==> src/rtl/mac_array_ctrl_if.sv <==
// Host byte-stream link for the MAC array sequencer.
// Carries one command/operand byte stream toward the controller and one
// result byte stream back to the host, each with a valid/ready handshake.
//   in_data/in_valid/in_ready    : host -> controller bytes
//   out_data/out_valid/out_ready : controller -> host result bytes
// master = host side, slave = controller side.
interface mac_array_ctrl_if;
  logic [7:0] in_data;
  logic       in_valid;
  logic       in_ready;
  logic [7:0] out_data;
  logic       out_valid;
  logic       out_ready;

  modport master (
    output in_data, in_valid, out_ready,
    input  in_ready, out_data, out_valid
  );

  modport slave (
    input  in_data, in_valid, out_ready,
    output in_ready, out_data, out_valid
  );
endinterface

==> src/rtl/mac_array_ctrl.sv <==
// Sequencer for the SIMD MAC array.
// Takes a command byte, num_MAC A bytes and num_MAC B bytes from the host
// stream, holds them in registered operand vectors, waits SETTLE cycles for
// the combinational MAC chain, captures mac_dout and streams it back.
// Ports:
//   clk       : clock, rising edge
//   rst       : asynchronous reset, active low
//   clr       : synchronous abort to IDLE (operands/results kept)
//   host      : byte stream link (slave side)
//   mode      : array mode, latched from command byte
//   din_a/b   : registered operand vectors to the array
//   mac_dout  : array output, sampled in CAPTURE only
//   busy      : high outside IDLE
//   done      : one-cycle pulse on entry to IDLE after the last result byte
//
// state     | meaning
// ----------+------------------------------------------------------
// S_IDLE    | waiting for command byte
// S_LOAD_A  | accepting A operand bytes, lane 0 first
// S_LOAD_B  | accepting B operand bytes, lane 0 first
// S_SETTLE  | counting down while the MAC chain settles
// S_CAPTURE | registering mac_dout into the result register
// S_SEND    | streaming result bytes to the host
module mac_array_ctrl #(
  parameter int bw      = 8,
  parameter int num_MAC = 32,
  parameter int SETTLE  = 4
) (
  input  logic                    clk,
  input  logic                    rst,
  input  logic                    clr,
  mac_array_ctrl_if.slave         host,
  output logic [1:0]              mode,
  output logic [bw*num_MAC-1:0]   din_a,
  output logic [bw*num_MAC-1:0]   din_b,
  input  logic [bw*num_MAC-1:0]   mac_dout,
  output logic                    busy,
  output logic                    done
);

  localparam int IW = $clog2(num_MAC);
  localparam int CW = $clog2(SETTLE) + 1;
  localparam logic [IW-1:0] LAST = IW'(num_MAC - 1);

  typedef enum logic [2:0] {
    S_IDLE,
    S_LOAD_A,
    S_LOAD_B,
    S_SETTLE,
    S_CAPTURE,
    S_SEND
  } state_t;

  state_t               state_q, state_d;
  logic [IW-1:0]        idx_q, idx_d;
  logic [CW-1:0]        cnt_q, cnt_d;
  logic                 all_q, all_d;
  logic [1:0]           mode_q, mode_d;
  logic                 done_q, done_d;
  logic [bw*num_MAC-1:0] res_q;
  logic                 wr_a, wr_b, cap;
  logic                 in_rdy, out_vld;
  logic                 in_xfer, out_xfer;

  // in_ready is a pure state decode, but it is also forced low while the
  // reset pin is asserted so the host sees "not ready" during reset.
  assign in_rdy   = rst && (state_q == S_IDLE || state_q == S_LOAD_A ||
                            state_q == S_LOAD_B);
  assign out_vld  = (state_q == S_SEND);
  assign in_xfer  = host.in_valid && in_rdy;
  assign out_xfer = out_vld && host.out_ready;

  always_comb begin
    state_d = state_q;
    idx_d   = idx_q;
    cnt_d   = cnt_q;
    all_d   = all_q;
    mode_d  = mode_q;
    done_d  = 1'b0;
    wr_a    = 1'b0;
    wr_b    = 1'b0;
    cap     = 1'b0;

    case (state_q)
      S_IDLE: begin
        if (in_xfer) begin
          mode_d  = host.in_data[1:0];
          all_d   = host.in_data[2];
          idx_d   = '0;
          state_d = S_LOAD_A;
        end
      end
      S_LOAD_A: begin
        if (in_xfer) begin
          wr_a = 1'b1;
          if (idx_q == LAST) begin
            idx_d   = '0;
            state_d = S_LOAD_B;
          end else begin
            idx_d = idx_q + 1'b1;
          end
        end
      end
      S_LOAD_B: begin
        if (in_xfer) begin
          wr_b = 1'b1;
          if (idx_q == LAST) begin
            cnt_d   = CW'(SETTLE - 1);
            state_d = S_SETTLE;
          end else begin
            idx_d = idx_q + 1'b1;
          end
        end
      end
      S_SETTLE: begin
        if (cnt_q == '0) state_d = S_CAPTURE;
        else             cnt_d   = cnt_q - 1'b1;
      end
      S_CAPTURE: begin
        cap     = 1'b1;
        idx_d   = all_q ? '0 : LAST;
        state_d = S_SEND;
      end
      S_SEND: begin
        if (out_xfer) begin
          if (idx_q == LAST) begin
            done_d  = 1'b1;
            state_d = S_IDLE;
          end else begin
            idx_d = idx_q + 1'b1;
          end
        end
      end
      default: state_d = S_IDLE;
    endcase

    // Abort wins over everything: the byte in flight is dropped and no
    // register other than the counters/state is touched.
    if (clr) begin
      state_d = S_IDLE;
      idx_d   = '0;
      cnt_d   = '0;
      all_d   = all_q;
      mode_d  = mode_q;
      done_d  = 1'b0;
      wr_a    = 1'b0;
      wr_b    = 1'b0;
      cap     = 1'b0;
    end
  end

  always_ff @(posedge clk or negedge rst) begin
    if (!rst) begin
      state_q <= S_IDLE;
      idx_q   <= '0;
      cnt_q   <= '0;
      all_q   <= 1'b0;
      mode_q  <= '0;
      done_q  <= 1'b0;
      din_a   <= '0;
      din_b   <= '0;
      res_q   <= '0;
    end else begin
      state_q <= state_d;
      idx_q   <= idx_d;
      cnt_q   <= cnt_d;
      all_q   <= all_d;
      mode_q  <= mode_d;
      done_q  <= done_d;
      if (wr_a) din_a[idx_q*bw +: bw] <= host.in_data;
      if (wr_b) din_b[idx_q*bw +: bw] <= host.in_data;
      if (cap)  res_q <= mac_dout;
    end
  end

  assign host.in_ready  = in_rdy;
  assign host.out_valid = out_vld;
  assign host.out_data  = out_vld ? res_q[idx_q*bw +: bw] : '0;
  assign mode           = mode_q;
  assign busy           = (state_q != S_IDLE);
  assign done           = done_q;

endmodule

==> src/flat_wrapper.sv <==
// flat-port wrapper written by rule: the top's interface ports become plain ports
module mac_array_ctrl_flat 
#(
  parameter int bw      = 8,
  parameter int num_MAC = 32,
  parameter int SETTLE  = 4
)
  (clk, rst, clr, mode, din_a, din_b, mac_dout, busy, done, host_in_data, host_in_valid, host_out_ready, host_in_ready, host_out_data, host_out_valid);
  mac_array_ctrl_if host_i ();
  input  logic clk;
  input  logic rst;
  input  logic clr;
  output logic [1:0] mode;
  output logic [bw*num_MAC-1:0] din_a;
  output logic [bw*num_MAC-1:0] din_b;
  input  logic [bw*num_MAC-1:0] mac_dout;
  output logic busy;
  output logic done;
  input wire logic [$bits(host_i.in_data)-1:0] host_in_data;
  input wire logic [$bits(host_i.in_valid)-1:0] host_in_valid;
  input wire logic [$bits(host_i.out_ready)-1:0] host_out_ready;
  output wire logic [$bits(host_i.in_ready)-1:0] host_in_ready;
  output wire logic [$bits(host_i.out_data)-1:0] host_out_data;
  output wire logic [$bits(host_i.out_valid)-1:0] host_out_valid;
  assign host_i.in_data = host_in_data;
  assign host_i.in_valid = host_in_valid;
  assign host_i.out_ready = host_out_ready;
  assign host_in_ready = host_i.in_ready;
  assign host_out_data = host_i.out_data;
  assign host_out_valid = host_i.out_valid;
  mac_array_ctrl #(.bw(bw), .num_MAC(num_MAC), .SETTLE(SETTLE)) u_core (.clk(clk), .rst(rst), .clr(clr), .host(host_i), .mode(mode), .din_a(din_a), .din_b(din_b), .mac_dout(mac_dout), .busy(busy), .done(done));
endmodule
==> config.mk <==
export PLATFORM = sky130hd
export DESIGN_NAME = mac_array_ctrl_flat
export DESIGN_NICKNAME = d
export VERILOG_FILES = /design/src/rtl/mac_array_ctrl_if.sv /design/src/rtl/mac_array_ctrl.sv /design/src/flat_wrapper.sv
export SDC_FILE = /design/constraint.sdc
export NUM_CORES = 1
export LEC_CHECK = 0
export ABC_AREA = 0
export ABC_CLOCK_PERIOD_IN_PS = 5700
export CORE_AREA = 3 3 306 308
export CTS_CLUSTER_DIAMETER = 100
export DETAILED_ROUTE_END_ITERATION = 10
export DIE_AREA = 0 0 309 311
export PLACE_DENSITY_LB_ADDON = 0.25
export SYNTH_ARGS = -nofsm -noshare
export SYNTH_HDL_FRONTEND = slang
export SYNTH_SLANG_ARGS = --single-unit
export TNS_END_PERCENT = 100
==> constraint.sdc <==
create_clock -name clk -period 5.7 [get_ports clk]
set_input_delay 0.57 -clock clk [delete_from_list [all_inputs] [get_ports clk]]
set_output_delay 0.57 -clock clk [all_outputs]
set_load 0.01 [all_outputs]
==> results of run 1 <==
cells in the mapped netlist, types with 4 or more instances:
library cell	n
mux2i_1	13
nand3_1	22
nand2_1	36
buf_4	6
and3_1	11
dfrtp_1	783
nand4_1	45
clkbuf_1	98
mux4_2	62
or4_1	5
nand4_2	20
nor2_1	98
nor4_4	31
inv_1	8
nor2b_1	10
buf_6	9
mux2_4	16
ha_1	6
buf_2	33
a21oi_1	13
nand2b_1	5
mux2_2	756
buf_1	7
and2_0	9
nor3_1	128
o2111a_1	4
power by group through the flow:
stage                     Sequential, mW  Combinational, mW  Clock, mW
after detailed placement            6.09              0.931          0
after global placement              6.07              0.907          0
after CTS                           5.99              0.936       6.05
after global routing                6.02              0.988       6.28
final                               5.99              0.914       5.92
after floorplan                     6.02              0.426          0
metal layers:
layer / track usage (%) / routed length, microns
met1: 28.58 / 45580
met2: 42.65 / 61080
met3: 6.759 / 8410
met4: 10.74 / 5086
met5: 0 / 117
cell families after synthesis:
| kind of cell | after synthesis | share of synthesized area [%] |
|---|---|---|
| XOR/XNOR | 2 | 0.1062 |
| adder cells (fa/ha/maj) | 6 | 0.2196 |
| flip-flops | 783 | 57.31 |
| multiplexers | 847 | 30.07 |
| buffers and inverters | 168 | 2.265 |
| AND/OR/NAND/NOR | 448 | 8.722 |
| AO/OA/AOI/OAI | 57 | 1.303 |
registers in the layout (all words and copies together) (netlist names):
| name | flops |
|---|---|
| u_core.din_a | 256 |
| u_core.din_b | 256 |
| u_core.res_q | 256 |
| u_core.idx_q | 5 |
| u_core.cnt_q | 3 |
| u_core.state_q | 3 |
| u_core.mode | 2 |
| u_core.all_q | 1 |
| u_core.done | 1 |
path summary, 6_finish.rpt:
path                              startpoint                 to  slack (ns)  depth (start not counted)
min reg2reg                u_core.res_q[179]  u_core.res_q[179]        0.50                          1
max                          u_core.idx_q[1]   u_core.din_b[23]        0.38                          8
max reg2reg                  u_core.idx_q[1]   u_core.din_b[23]        0.38                          8
min                                      rst  u_core.din_a[108]        0.50                          2
max in group asynchronous                rst  u_core.res_q[204]        2.54                          5
min in group clk           u_core.res_q[179]  u_core.res_q[179]        0.50                          1
final cells by class:
type	count	share of cell area, %
well taps	1186	3.194
repair buffers	837	17.96
flip-flops and latches	783	42.20
inverters	13	0.1050
clock inverters	34	1.005
multi-input cells	1360	29.97
diodes	10	0.05386
clock buffers	125	5.515
placed cells by master, fill, tap and decap left out, types with 22 or more instances in the layout:
master | Yosys | final
buf_4 | 6 | 38
clkbuf_16 | 0 | 89
clkdlybuf4s50_1 | 0 | 793
dfrtp_1 | 783 | 779
mux2_2 | 756 | 756
mux4_2 | 62 | 62
nand2_1 | 36 | 36
nand3_1 | 22 | 22
nand4_1 | 45 | 45
nor2_1 | 98 | 93
nor3_1 | 128 | 127
nor4_4 | 31 | 32
worst max-delay path: stages (launching register included):
cell and delay (ns):
dfrtp_2 0.36, clkinv_1 0.27, ha_1 0.43, and3_1 0.21, ha_2 0.97, inv_2 0.64, nor3_4 1.19, nand4_1 0.64
mux2_2 0.47
through the flow:
stage | area, sq um | power [mW] | util (%) | instances
global route | 46450 | 13.28 | 50.83 | 4345
floorplan | 34190 | 6.449 | - | 2311
global placement | 43340 | 6.977 | 47.42 | 4176
CTS | 46430 | 12.97 | 50.81 | 4338
finish | 46460 | 12.83 | 50.84 | 4348
detailed placement | 43400 | 7.021 | 47.49 | 4178
==> run metrics, run 1 <==
FMAX 188.0 MHz; register area 19600 sq um; hold_ws 0.4985 ns; mean post-synth cell area 14.79 sq um; largest net degree at the start of global routing 188; WL/cell 27.66 microns; Seq/Total Area, Yosys 57.31%; Setup crit start kind flip-flop; TritonRoute pass-1 iters 4; YS warnings 0; Post-Synthesis Cell Area 34190 sq um; Crit. End Element flip-flop; CTS resizes 0; initial antenna violation count 19; # rows 111; Clock Latency Late Sink 0.66 ns; Longest Clk Path Bufs 3; GRT overflow 0; # fillers 7719; Primary FF master, synth dfrtp_1; Die H 311 microns; Area growth syn-to-layout 35.90%; DRC violations left 0; EDFF count, synth 0; Total GRT Usage 24.67%; Final #Nets 3358; Initial Util 37.41%; cells after synthesis 2311; IO Pins 795; crit-path max FO 24; share of layout cells above drive strength 1 35.06%; Final Max Slew Viols 0; Int Power 9.876 mW; Final Hold Vio Count 0; post-synth top area share 57.31%; total number of vias 23.29k; post-CTS setup buffers 0; # setup viols final 0; FF+latch count, synth 783; unrepaired setup endpoints after global routing false; WS Path Type reg2reg; Switching Share 23.00%; period utilization 93.33%; first-pass GRT wire length 174500 microns; Final WS setup 0.3801 ns; Detail Placement HPWL 89380 microns; NetSw 2.950 mW; CTS hold repair buffers 1; vias per std cell 5.356; clock tree sinks 783; ANT nets after route 0; CP Data Required Time 6.24 ns; Post-Route WL 120300 microns; Clock transition at path regs 0.06 ns; Pwr Density 276.1 nW/um^2; Crit path arrival time 5.86 ns; crit path time final 5.320 ns; leading area contributor after synthesis dfrtp_1; vias in the first global route 25.05k; GP Congestion 0.8653; outcome finished, final reports clean; area occupied by multi-input gates 13930 sq um; syn_nets 2586; Reg power frac 46.7%; Max-cap violations 0; Setup TNS Final 0 ns; FFs w/ async S/R, synth 100.0%; Comb power frac 7.1%; P_leak 20.61 nW; Slew @ Worst Pin 1.301 ns; worst hold-check path type in2async; htree depth 3; post-route clock skew 0.02225 ns; maximum VDD drop 0.2036 mV; CTS Buf Count 88; CTS tree done; Die Area 96100 sq um; Die W 309 microns; worst slack, placed 0.3637 ns; Slew HR 12.99%; synth unique cells 73; core area 91390 sq um; Clk pwr share 46.2%; Port Buf Inserts 794; drt first-iter violations 1419; Synth area leaders dfrtp_1 57%, mux2_2 25%, mux4_2 4.1%; CTS root buf clkbuf_16
Power figures use the tool's default switching activity.
==> inputs of run 2 (changes only) <==
- ABC_CLOCK_PERIOD_IN_PS: 5700 -> default
- CTS_CLUSTER_SIZE: default -> 20
- SLEW_MARGIN: default -> 40
==> run metrics, run 2 (synthesis gave the netlist of run 1 again) <==
outcome finished, final reports clean; TritonRoute pass-1 iters 5; Clock transition at path regs 0.08 ns; Area growth syn-to-layout 31.65%; Max stage delay on crit path 0.61 ns; Longest Clk Path Bufs 3; Setup crit start kind flip-flop; Switching Share 24.19%; DP Area 43540 sq um; GRT overflow 0; post-route clock skew 0.03232 ns; vias in the first global route 24.53k; CP Cell Sequence buf_6 > buf_6 > mux4_2 > nand3_1 > a211oi_1 > or4_1 > clkdlybuf4s50_1; crit path from u_core.idx_q[0]; GP Congestion 0.8653; CP bufs+invs 3; crit path to host_out_data[7]; # setup viols final 0; Comb power frac 8.9%; worst hold-check path type reg2reg; # fillers 7904; Worst R2R Start u_core.idx_q[0]; ANT nets after route 0; Crit path arrival time 3.93 ns; CTS resizes 0; Int Power 7.895 mW; clock tree sinks 783; first-pass GRT wire length 172100 microns; CTS Buf Count 48; WL/cell 27.93 microns; Final Power 10.41 mW; final core occ 49.25%; share of layout cells above drive strength 1 34.19%; Die H 311 microns; CTS tree done; initial antenna violation count 24; Total GRT Usage 24.24%; Post-Route WL 118900 microns; WS Path Type reg2out; commonest non-fill, non-tap cell in the layout clkdlybuf4s50_1; Max-cap violations 0; Final #Nets 3326; # rows 111; largest net degree at the start of global routing 142; Final Hold Vio Count 0; IO Pins 795; CP Data Required Time 5.13 ns; drt first-iter violations 1243; FMAX 222.2 MHz; most frequent cells in the layout 793 x clkdlybuf4s50_1, 779 x dfrtp_1, 756 x mux2_2; Detail Placement HPWL 89810 microns; total number of vias 22.92k; htree depth 2; Worst R2R End u_core.din_a[107]; crit-path max FO 41; maximum VDD drop 0.2451 mV; slowest cell on the critical path mux4_2; unrepaired setup endpoints after global routing false; Die W 309 microns; period utilization 78.95%; Clock Latency Late Sink 0.62 ns; Clk pwr share 33.7%; Final Max Slew Viols 0; r2r setup slk 1.60 ns; hold_ws 0.5072 ns; core area 91390 sq um; Initial Util 37.41%; Port Buf Inserts 794; Pwr Density 231.4 nW/um^2; Reg2Reg Depth 7; NetSw 2.519 mW; most used cell, CP buf_6; CTS root buf clkbuf_16; Setup TNS Final 0 ns; top flop regs u_core.din_a: 256 flops, u_core.din_b: 256 flops, u_core.res_q: 256 flops; final instance area 45010 sq um; DRC violations left 0; Reg power frac 57.4%; vias per std cell 5.381; CP delay by family, top buffers and inverters; Slew HR 42.14%; P_leak 19.81 nW; Die Area 96100 sq um; Slew @ Worst Pin 0.8679 ns; Crit. End Element output pin; number of cells on the critical path 7; crit path time final 4.500 ns
==> run 2: cell types whose count changed in the layout (fill, tap and decap cells not counted), sizes merged <==
cell,delta
clkinvlp,+1
clkinv,-16
bufinv,-9
diode,+1
clkbuf,-74
buf,+8
==> run 2: what timing repair did <==
item | CTS | global route
endpoints found under the hold margin | 66 | 0
buffers inserted | 0 | 0
hold buffers | 1 | 0
==> run 2: layout make-up <==
| type | count | area [sq um] | area share (%) |
|---|---|---|---|
| Clock buffer | 51 | 1234 | 2.741 |
| Sequential cell | 783 | 19600 | 43.56 |
| Inverter | 13 | 51.30 | 0.1140 |
| Timing Repair Buffer | 845 | 8483 | 18.85 |
| Multi-Input combinational cell | 1360 | 14010 | 31.13 |
| Antenna cell | 11 | 27.53 | 0.06116 |
| Tap cell | 1186 | 1484 | 3.297 |
| Clock inverter | 10 | 111.4 | 0.2474 |
==> run 2: per-layer routing <==
layer	track usage, %	vias up	wire length [microns]
met4	9.343	24	4874
met3	6.207	203	7894
met2	42.56	720	60640
li1	-	9903	-
met1	28.28	12070	45390
met5	0	-	147
==> run 2: stage by stage <==
stage / setup slack (ns) / std cells
2_1_floorplan: 2.414 / 2311
3_3_place_gp: 0.4972 / 4176
3_5_place_dp: 1.307 / 4183
4_1_cts: 0.6415 / 4245
5_1_grt: 0.9524 / 4255
6_report: 1.200 / 4259
==> run 2: how the worst min path moves through the flow <==
stage                 startpoint                 to  slack, ns  depth (start not counted)
6_report       u_core.res_q[179]  u_core.res_q[179]       0.51                          1
5_1_grt        u_core.din_a[145]  u_core.din_a[145]       0.52                          1
4_1_cts         u_core.res_q[94]   u_core.res_q[94]       0.51                          1
3_5_place_dp    u_core.res_q[94]   u_core.res_q[94]       0.49                          1
3_3_place_gp   u_core.res_q[242]  u_core.res_q[242]       0.49                          1
2_1_floorplan                rst       u_core.all_q       0.27                          0
==> run 2: worst register-to-register path, stage by stage, from the launching register on <==
cell and delay [ns]:
dfrtp_4 0.47, inv_1 0.21, ha_1 0.49, or4b_2 1.03, o211ai_4 0.36, buf_4 0.49, or4_1 0.54, mux2_2 0.41
==> run 2: power groups by stage <==
stage | clock network [mW] | registers [mW] | logic (mW)
CTS | 3.63 | 5.98 | 0.943
global placement | 0 | 6.07 | 0.907
detailed placement | 0 | 6.09 | 0.940
global route | 3.82 | 6.01 | 0.998
finish | 3.51 | 5.98 | 0.924
floorplan | 0 | 6.02 | 0.426
==> inputs of run 3 (changes only) <==
- clock period: 5.7 -> 4.2 ns (I/O delays scaled with it)
==> run metrics, run 3 (synthesis gave the netlist of run 1 again) <==
CTS root buf clkbuf_16; Die W 309 microns; CTS tree done; share of layout cells above drive strength 1 34.35%; Crit path arrival time 3.66 ns; post-CTS setup buffers 0; htree depth 2; core area 91390 sq um; Area growth syn-to-layout 32.11%; Final Hold Vio Count 0; Final Max Slew Viols 0; CP Cell Sequence buf_4 > mux4_2 > mux2i_1 > o211ai_1 > or3_1 > clkdlybuf4s50_1; Crit. End Element output pin; ANT nets after route 0; Slew HR 38.56%; # fillers 7883; vias per std cell 5.395; Detail Placement HPWL 90220 microns; initial antenna violation count 23; period utilization 97.09%; unrepaired setup endpoints after global routing false; maximum VDD drop 0.2474 mV; commonest non-fill, non-tap cell in the layout clkdlybuf4s50_1; TritonRoute pass-1 iters 5; Initial Util 37.41%; Reg2Reg Depth 8; crit path time final 4.078 ns; worst slack, placed 0.6238 ns; Clock transition at path regs 0.09 ns; crit path from u_core.idx_q[2]; dpl cells 4199; post-route clock skew 0.03061 ns; largest net degree at the start of global routing 145; fin cells 4276; Pwr Density 315.8 nW/um^2; P_leak 19.93 nW; Max-cap violations 0; Die Area 96100 sq um; Setup crit start kind flip-flop; vias in the first global route 24.45k; clock tree sinks 783; Final #Nets 3343; Die H 311 microns; Total GRT Usage 24.20%; Port Buf Inserts 794; WS Path Type reg2out; GRT overflow 0; CTS Buf Count 48; Slew @ Worst Pin 0.9216 ns; Setup TNS Final 0 ns; DP Area 43660 sq um; slowest cell on the critical path dfrtp_4; Clock Latency Late Sink 0.63 ns; CP Data Required Time 3.78 ns; FMAX 245.2 MHz; worst hold-check path type in2async; Max stage delay on crit path 0.76 ns; final instance area 45160 sq um; # setup viols final 0; IO Pins 795; first-pass GRT wire length 172400 microns; DRC violations left 0; Post-Route WL 118700 microns; crit-path max FO 27; # rows 111; outcome finished, final reports clean; top flop regs u_core.din_a: 256 flops, u_core.din_b: 256 flops, u_core.res_q: 256 flops; WL/cell 27.77 microns; Longest Clk Path Bufs 3; GP Congestion 0.9006; Final WS setup 0.1222 ns; most frequent cells in the layout 793 x clkdlybuf4s50_1, 779 x dfrtp_1, 756 x mux2_2; drt first-iter violations 1331; Worst R2R Start u_core.idx_q[0]; total number of vias 23.07k
## run 3: stage by stage
stage | utilization (%) | hold slack (ns) | total power [mW]
final | 49.42 | 0.2761 | 14.26
after global routing | 49.41 | 0.3020 | 14.81
after CTS | 49.29 | 0.2537 | 14.43
after detailed placement | 47.77 | 0.3295 | 9.554
after global placement | 47.59 | 0.3249 | 9.486
after floorplan | - | 0.1244 | 8.752
## run 3: critical path: cells and delay by family, from the launching register on
| family | cells | cell delay [ns] |
|---|---|---|
| AO/OA/AOI/OAI | 1 | 0.18 |
| buffers and inverters | 2 | 0.99 |
| flip-flops | 1 | 0.76 |
| multiplexers | 2 | 0.75 |
| AND/OR/NAND/NOR | 1 | 0.33 |
## run 3: path summary, 6_finish.rpt
check	end	slack (ns)
min in group clk	u_core.done	0.39
min reg2reg	u_core.din_a[57]	0.51
max in group asynchronous	u_core.din_b[115]	1.99
max reg2reg	u_core.din_a[3]	0.55
max	host_out_data[1]	0.12
min	u_core.din_a[94]	0.28
## run 3: area by class of cell
class	instances	area, sq um	area share, %
antenna	13	32.53	0.07203
clock buffer	48	1201	2.659
clock inverter	11	171.4	0.3795
inverter	13	48.80	0.1080
multi-input combinational	1360	13980	30.96
sequential	783	19600	43.41
tap	1186	1484	3.286
timing repair buffer	862	8642	19.13
## run 3: layer usage
metal	track usage, %	routed length (microns)
met2	42.77	61030
met4	8.587	4363
met5	0	128
met1	28.37	45170
met3	6.099	8041
## run 3: where the power goes
group / internal [mW] / switching (mW)
sequential: 7.90 / 0.220
combinational: 0.692 / 0.576
clock: 2.22 / 2.66
total: 10.8 / 3.46
## run 3: timing repair
item | in CTS | in global routing
endpoints found under the setup margin | 1 | 1
gates resized for setup | 1 | 1
hold endpoints to repair | 35 | 0
hold buffers | 1 | 0
==> edit 1 (config.mk and constraints of run 1) <==
Re-encode `state_t` (6 states) as one-hot, 6 bits wide.
--- a/src/rtl/mac_array_ctrl.sv
+++ b/src/rtl/mac_array_ctrl.sv
@@ -44,9 +44,9 @@
 
-  typedef enum logic [2:0] {
-    S_IDLE,
-    S_LOAD_A,
-    S_LOAD_B,
-    S_SETTLE,
-    S_CAPTURE,
-    S_SEND
+  typedef enum logic [5:0] {
+    S_IDLE    = 6'b000001,
+    S_LOAD_A  = 6'b000010,
+    S_LOAD_B  = 6'b000100,
+    S_SETTLE  = 6'b001000,
+    S_CAPTURE = 6'b010000,
+    S_SEND    = 6'b100000
   } state_t;
Check against the original RTL: no difference found for any inputs over 4 cycles, from zero or initial values and one cycle with rst low; so few cycles prove little.
==> edit 1 against run 1 <==
  * Hold slack worse by 0.061 ns
  * Via count is 2.0% lower
  * Cell area is 2.1% lower
  * Total power is 3.1% lower
  * Routed wire length is 1.2% lower
  * Setup slack better by 0.72 ns
  * Sequential cell count is 3 higher
  * Area after synthesis is 2.8% lower
  * Critical path type is now reg2out
  * Largest power group unchanged
  * Highest routed layer unchanged
==> edit 1: results (changes against run 1) <==
First-pass GRT wire length: 173 mm (-1.1%)
CTS buffer count: 89 (+1.1%)
Initial DRC count: 1,418 (-0.070%)
Final hold slack: 0.438 ns (-0.0606 ns)
Post-synthesis sequential area ratio: 59.2% (+1.9 points)
Met3 WL: 9.58 mm (+14%)
R2R cell count: 8 (unchanged)
Synth Area in Adders: 0.226% (+0.0062 points)
NumNets Final: 3,338 (-0.60%)
Arrival time at the worst endpoint: 4.03 ns (-1.83 ns)
Setup Skew: 0.0174 ns (-0.00486 ns)
Slew headroom: 15.6% (+2.6 points)
Wl on met1: 45.0 mm (-1.2%)
Detailed Route WL: 119 mm (-1.2%)
GP Congestion: 0.876 (+1.2%)
Top layer in use: met5
Syn nets: 2,535 (-2.0%)
Largest regs: u_core.din_a (256), u_core.din_b (256), u_core.res_q (256)
Initial antenna violation count: 10 (-9)
DP HPWL: 89.6 mm (+0.21%)
Clock latency at the later pin of the worst-skew pair: 0.66 ns (about the same)
Synth Area in Compound Gates: 1.94% (+0.64 points)
Vias in the first global route: 24,500 (-2.3%)
Post-synth top cells: 785 x dfrtp_1, 747 x mux2_2, 116 x nor3_1, 101 x nor2_1, 67 x mux4_2
Layout cell share with drive strength beyond 1: 34.0% (-1.0 points)
Metal2 WL: 59.9 mm (-1.9%)
Gr usage total: 24.3% (-0.36 points)
Placed cell area: 0.0425 mm² (-2.0%)
Number of flops mapped to enable cells by yosys: 0 (unchanged)
Power Internal: 9.60 mW (-2.8%)
Multiplexer share of the synthesized area: 30.5% (+0.48 points)
R2R Path End: u_core.din_a[136]$_DFFE_PN0P_
Cell variety after synth: 70 (-4.1%)
Clock-pin transition on the worst setup and hold timing paths: 0.05 ns
Asr flop ratio synth: 100% (unchanged)
Synth Warn #: 0 (unchanged)
Vias: 22,800 (-2.0%)
R2R Setup Slk: 1.57 ns (+1.19 ns)
Pin count of the biggest net entering global routing: 167 (-11%)
DR pass1 iterations: 5 (+1)
Crit. Startpoint: u_core.idx_q[0]$_DFFE_PN0P_
Post-Synth XOR/XNOR Area: 0.132% (+0.026 points)
PortBufs: 794 (unchanged)
Status: finished, final reports clean
Cell leakage power: 20.1 nW (-2.3%)
Crit path max fanout: 37 (+54%)
Synth top area cells: dfrtp_1 59%, mux2_2 25%, mux4_2 4.5%
VDD IR max: 0.188 mV (-7.8%)
CP endpoint: host_out_data[5]
-- edit 1: cell type report --
cell class                 count  area, µm²
sequential                   786      19700
inverter                      12       45.0
antenna                        4       10.0
fill                        7817      45900
timing repair buffer         825       8280
multi-input combinational   1349      13100
clock buffer                 131       2580
clock inverter                25        358
tap                         1186       1480
-- edit 1: critical path: stages, from the launching register on --
cell             delay, ns
dfrtp_4               0.82
buf_4                 0.64
mux4_2                0.63
mux4_2                0.48
a22o_1                0.25
clkdlybuf4s50_1       0.50
-- edit 1: power groups by stage --
stage	registers (mW)	clock network (mW)	logic, mW
global route	5.84	6.16	0.885
CTS	5.83	5.91	0.827
finish	5.83	5.77	0.818
global placement	5.92	0	0.798
detailed placement	5.93	0	0.824
floorplan	5.89	0	0.321
-- edit 1: repair_timing --
item | in CTS | in global routing
setup endpoints to repair | 0 | 0
hold endpoints to repair | 45 | 0
hold buffers | 1 | 0
-- edit 1: layer usage --
metal	GRT usage, %	vias to the layer above
met5	0	-
met4	8.95	10
met3	7.79	187
met2	42.1	786
met1	28.0	12000
li1	-	9856
-- edit 1: logic make-up after synthesis --
group           Yosys count
mux                     837
simple gates            411
compound gates           90
buf+inv                 125
fa+ha+maj                 6
flops                   786
xor+xnor                  5
-- edit 1: through the flow --
step	setup WS [ns]	std cells	power (mW)
after floorplan	2.41	2260	6.21
after global placement	1.67	4157	6.72
after detailed placement	1.49	4157	6.75
after CTS	0.920	4314	12.6
after global routing	0.893	4316	12.9
final	1.10	4318	12.4
==> edit 2 (config.mk and constraints of run 1) <==
Without the edit above. `SETTLE` is set to 4 in 2 places; all go to 8.
--- a/src/rtl/mac_array_ctrl.sv
+++ b/src/rtl/mac_array_ctrl.sv
@@ -26,3 +26,3 @@
   parameter int num_MAC = 32,
-  parameter int SETTLE  = 4
+  parameter int SETTLE  = 8
 ) (
--- a/src/flat_wrapper.sv
+++ b/src/flat_wrapper.sv
@@ -5,3 +5,3 @@
   parameter int num_MAC = 32,
-  parameter int SETTLE  = 4
+  parameter int SETTLE  = 8
 )
Function: no difference found for any inputs over 4 cycles, from zero or initial values and one cycle with rst low; that may be too few to reach the edited logic, so the function may still have changed.
==> edit 2 against run 1 <==
  * Synthesized cell count fell by 2.3%
  * Routed wire length increased by 0.56%
  * Non-clock buffer count is 13 lower
  * Sequential share of layout area is 1.1 points higher
  * Sequential cell count is 1 higher
  * Via count decreased by 2.8%
  * Setup slack better by 0.92 ns
  * Register-to-register slack better by 1.2 ns
  * Area after synthesis is 3.1% lower
  * Cell area decreased by 2.4%
Power is not compared: it rests on default switching activity, and its combinational part moved more than twofold at a synthesized area within 25%.
==> edit 2: results (changes against run 1) <==
Status: finished, final reports clean
First-pass GRT wire length: 175 mm (+0.49%)
Post-synth top cells: 784 x dfrtp_1, 743 x mux2_2, 115 x nor2_1, 108 x nor3_1, 98 x nand2_1
DR pass1 iterations: 5 (+1)
Global routing met3 resource utilization: 8.36% (+1.6 points)
Gr usage total: 24.9% (+0.27 points)
Crit path max fanout: 66 (+180%)
Final hold slack: 0.487 ns (-0.0117 ns)
FF/Latch Area: 0.0196 mm² (+0.12%)
Max incr delay on CP: 0.60 ns (-0.59 ns)
Clock-pin transition on the worst setup and hold timing paths: 0.06 ns (about the same)
Post-synthesis sequential area ratio: 59.2% (+1.9 points)
NumNets Final: 3,332 (-0.77%)
Slowest CP cell: mux4_2
Multiplexer share of the synthesized area: 30.8% (+0.77 points)
Syn nets: 2,531 (-2.1%)
Fmax: 227 MHz (+21%)
CTS buffer count: 89 (+1.1%)
Inst Count DP: 4,152 (-0.62%)
Placed cell area: 0.0424 mm² (-2.3%)
Setup Skew: 0.0193 ns (-0.00291 ns)
Pre-CTS WS: 1.45 ns (+1.09 ns)
Initial DRC count: 1,367 (-3.7%)
Post-DR vias/cell: 5.24 (-2.2%)
Initial antenna violation count: 16 (-3)
CTS resizes: 0 (unchanged)
Fill count: 7,788 (+0.89%)
DP HPWL: 92.1 mm (+3.0%)
R2R Setup Slk: 1.55 ns (+1.17 ns)
Detailed Route WL: 121 mm (+0.56%)
Crit Path Class: reg2out
Total setup buffers inserted after CTS: 0 (unchanged)
Post-Synth XOR/XNOR Area: 0.132% (+0.026 points)
Arrival time at the worst endpoint: 3.83 ns (-2.03 ns)
Worst-margin pin slew: 1.19 ns (-0.107 ns)
Hold WC Path Type: reg2reg
Synth Area in Adders: 0.189% (-0.031 points)
Comb pwr share: 20.3%
Synth Area in Compound Gates: 1.46% (+0.16 points)
Syn avg cell area: 14.7 µm² (-0.79%)
Vias in the first global route: 24,700 (-1.6%)
Met2 GRT Util: 42.7% (about the same)
Cell Count, Final, Fillers Out: 4,321 (-0.62%)
CP delay by family, top: multiplexers
[edit 2: cell types whose count changed after synthesis, moves of 18 or more]
cell,change
nand4_2,-20
nor3_1,-20
nor4_4,-30
nand2_1,+62
clkbuf_1,-22
inv_1,+18
nand4_1,-45
[edit 2: routing by layer]
metal / routed length, µm / up-vias
li1: - / 9796
met4: 4150 / 10
met2: 60100 / 795
met1: 46600 / 11900
met3: 10000 / 172
met5: 62 / -
[edit 2: logic make-up after synthesis]
kind of cell | after synthesis
AO/OA/AOI/OAI | 67
XOR/XNOR | 5
adder cells (fa/ha/maj) | 5
buffers and inverters | 141
flip-flops | 784
multiplexers | 846
AND/OR/NAND/NOR | 409
[edit 2: path summary, 6_finish.rpt]
kind | from | endpoint | cells after the start
worst max-delay path | u_core.idx_q[0]$_DFFE_PN0P_ | host_out_data[3] | 6
worst min-delay path | u_core.mode[0]$_DFFE_PN0P_ | u_core.mode[0]$_DFFE_PN0P_ | 2
worst max register to register | u_core.idx_q[1]$_DFFE_PN0P_ | u_core.din_b[88]$_DFFE_PN0P_ | 8
worst min register to register | u_core.mode[0]$_DFFE_PN0P_ | u_core.mode[0]$_DFFE_PN0P_ | 2
max in group asynchronous | rst | u_core.res_q[115]$_DFFE_PN0P_ | 5
min in group asynchronous | rst | u_core.din_a[146]$_DFFE_PN0P_ | 2
[edit 2: layout make-up]
cell class	count	share of cell area (%)
diodes	10	0.0552
clock inverters	31	0.784
flip-flops and latches	784	43.3
clock buffers	127	5.65
repair buffers	824	18.2
inverters	27	0.223
multi-input cells	1332	28.6
well taps	1186	3.27
[edit 2: worst min-delay path: stages, from the launching register on]
cell and delay (ns):
dfrtp_1 0.35, nand2_1 0.05, o21ai_0 0.06
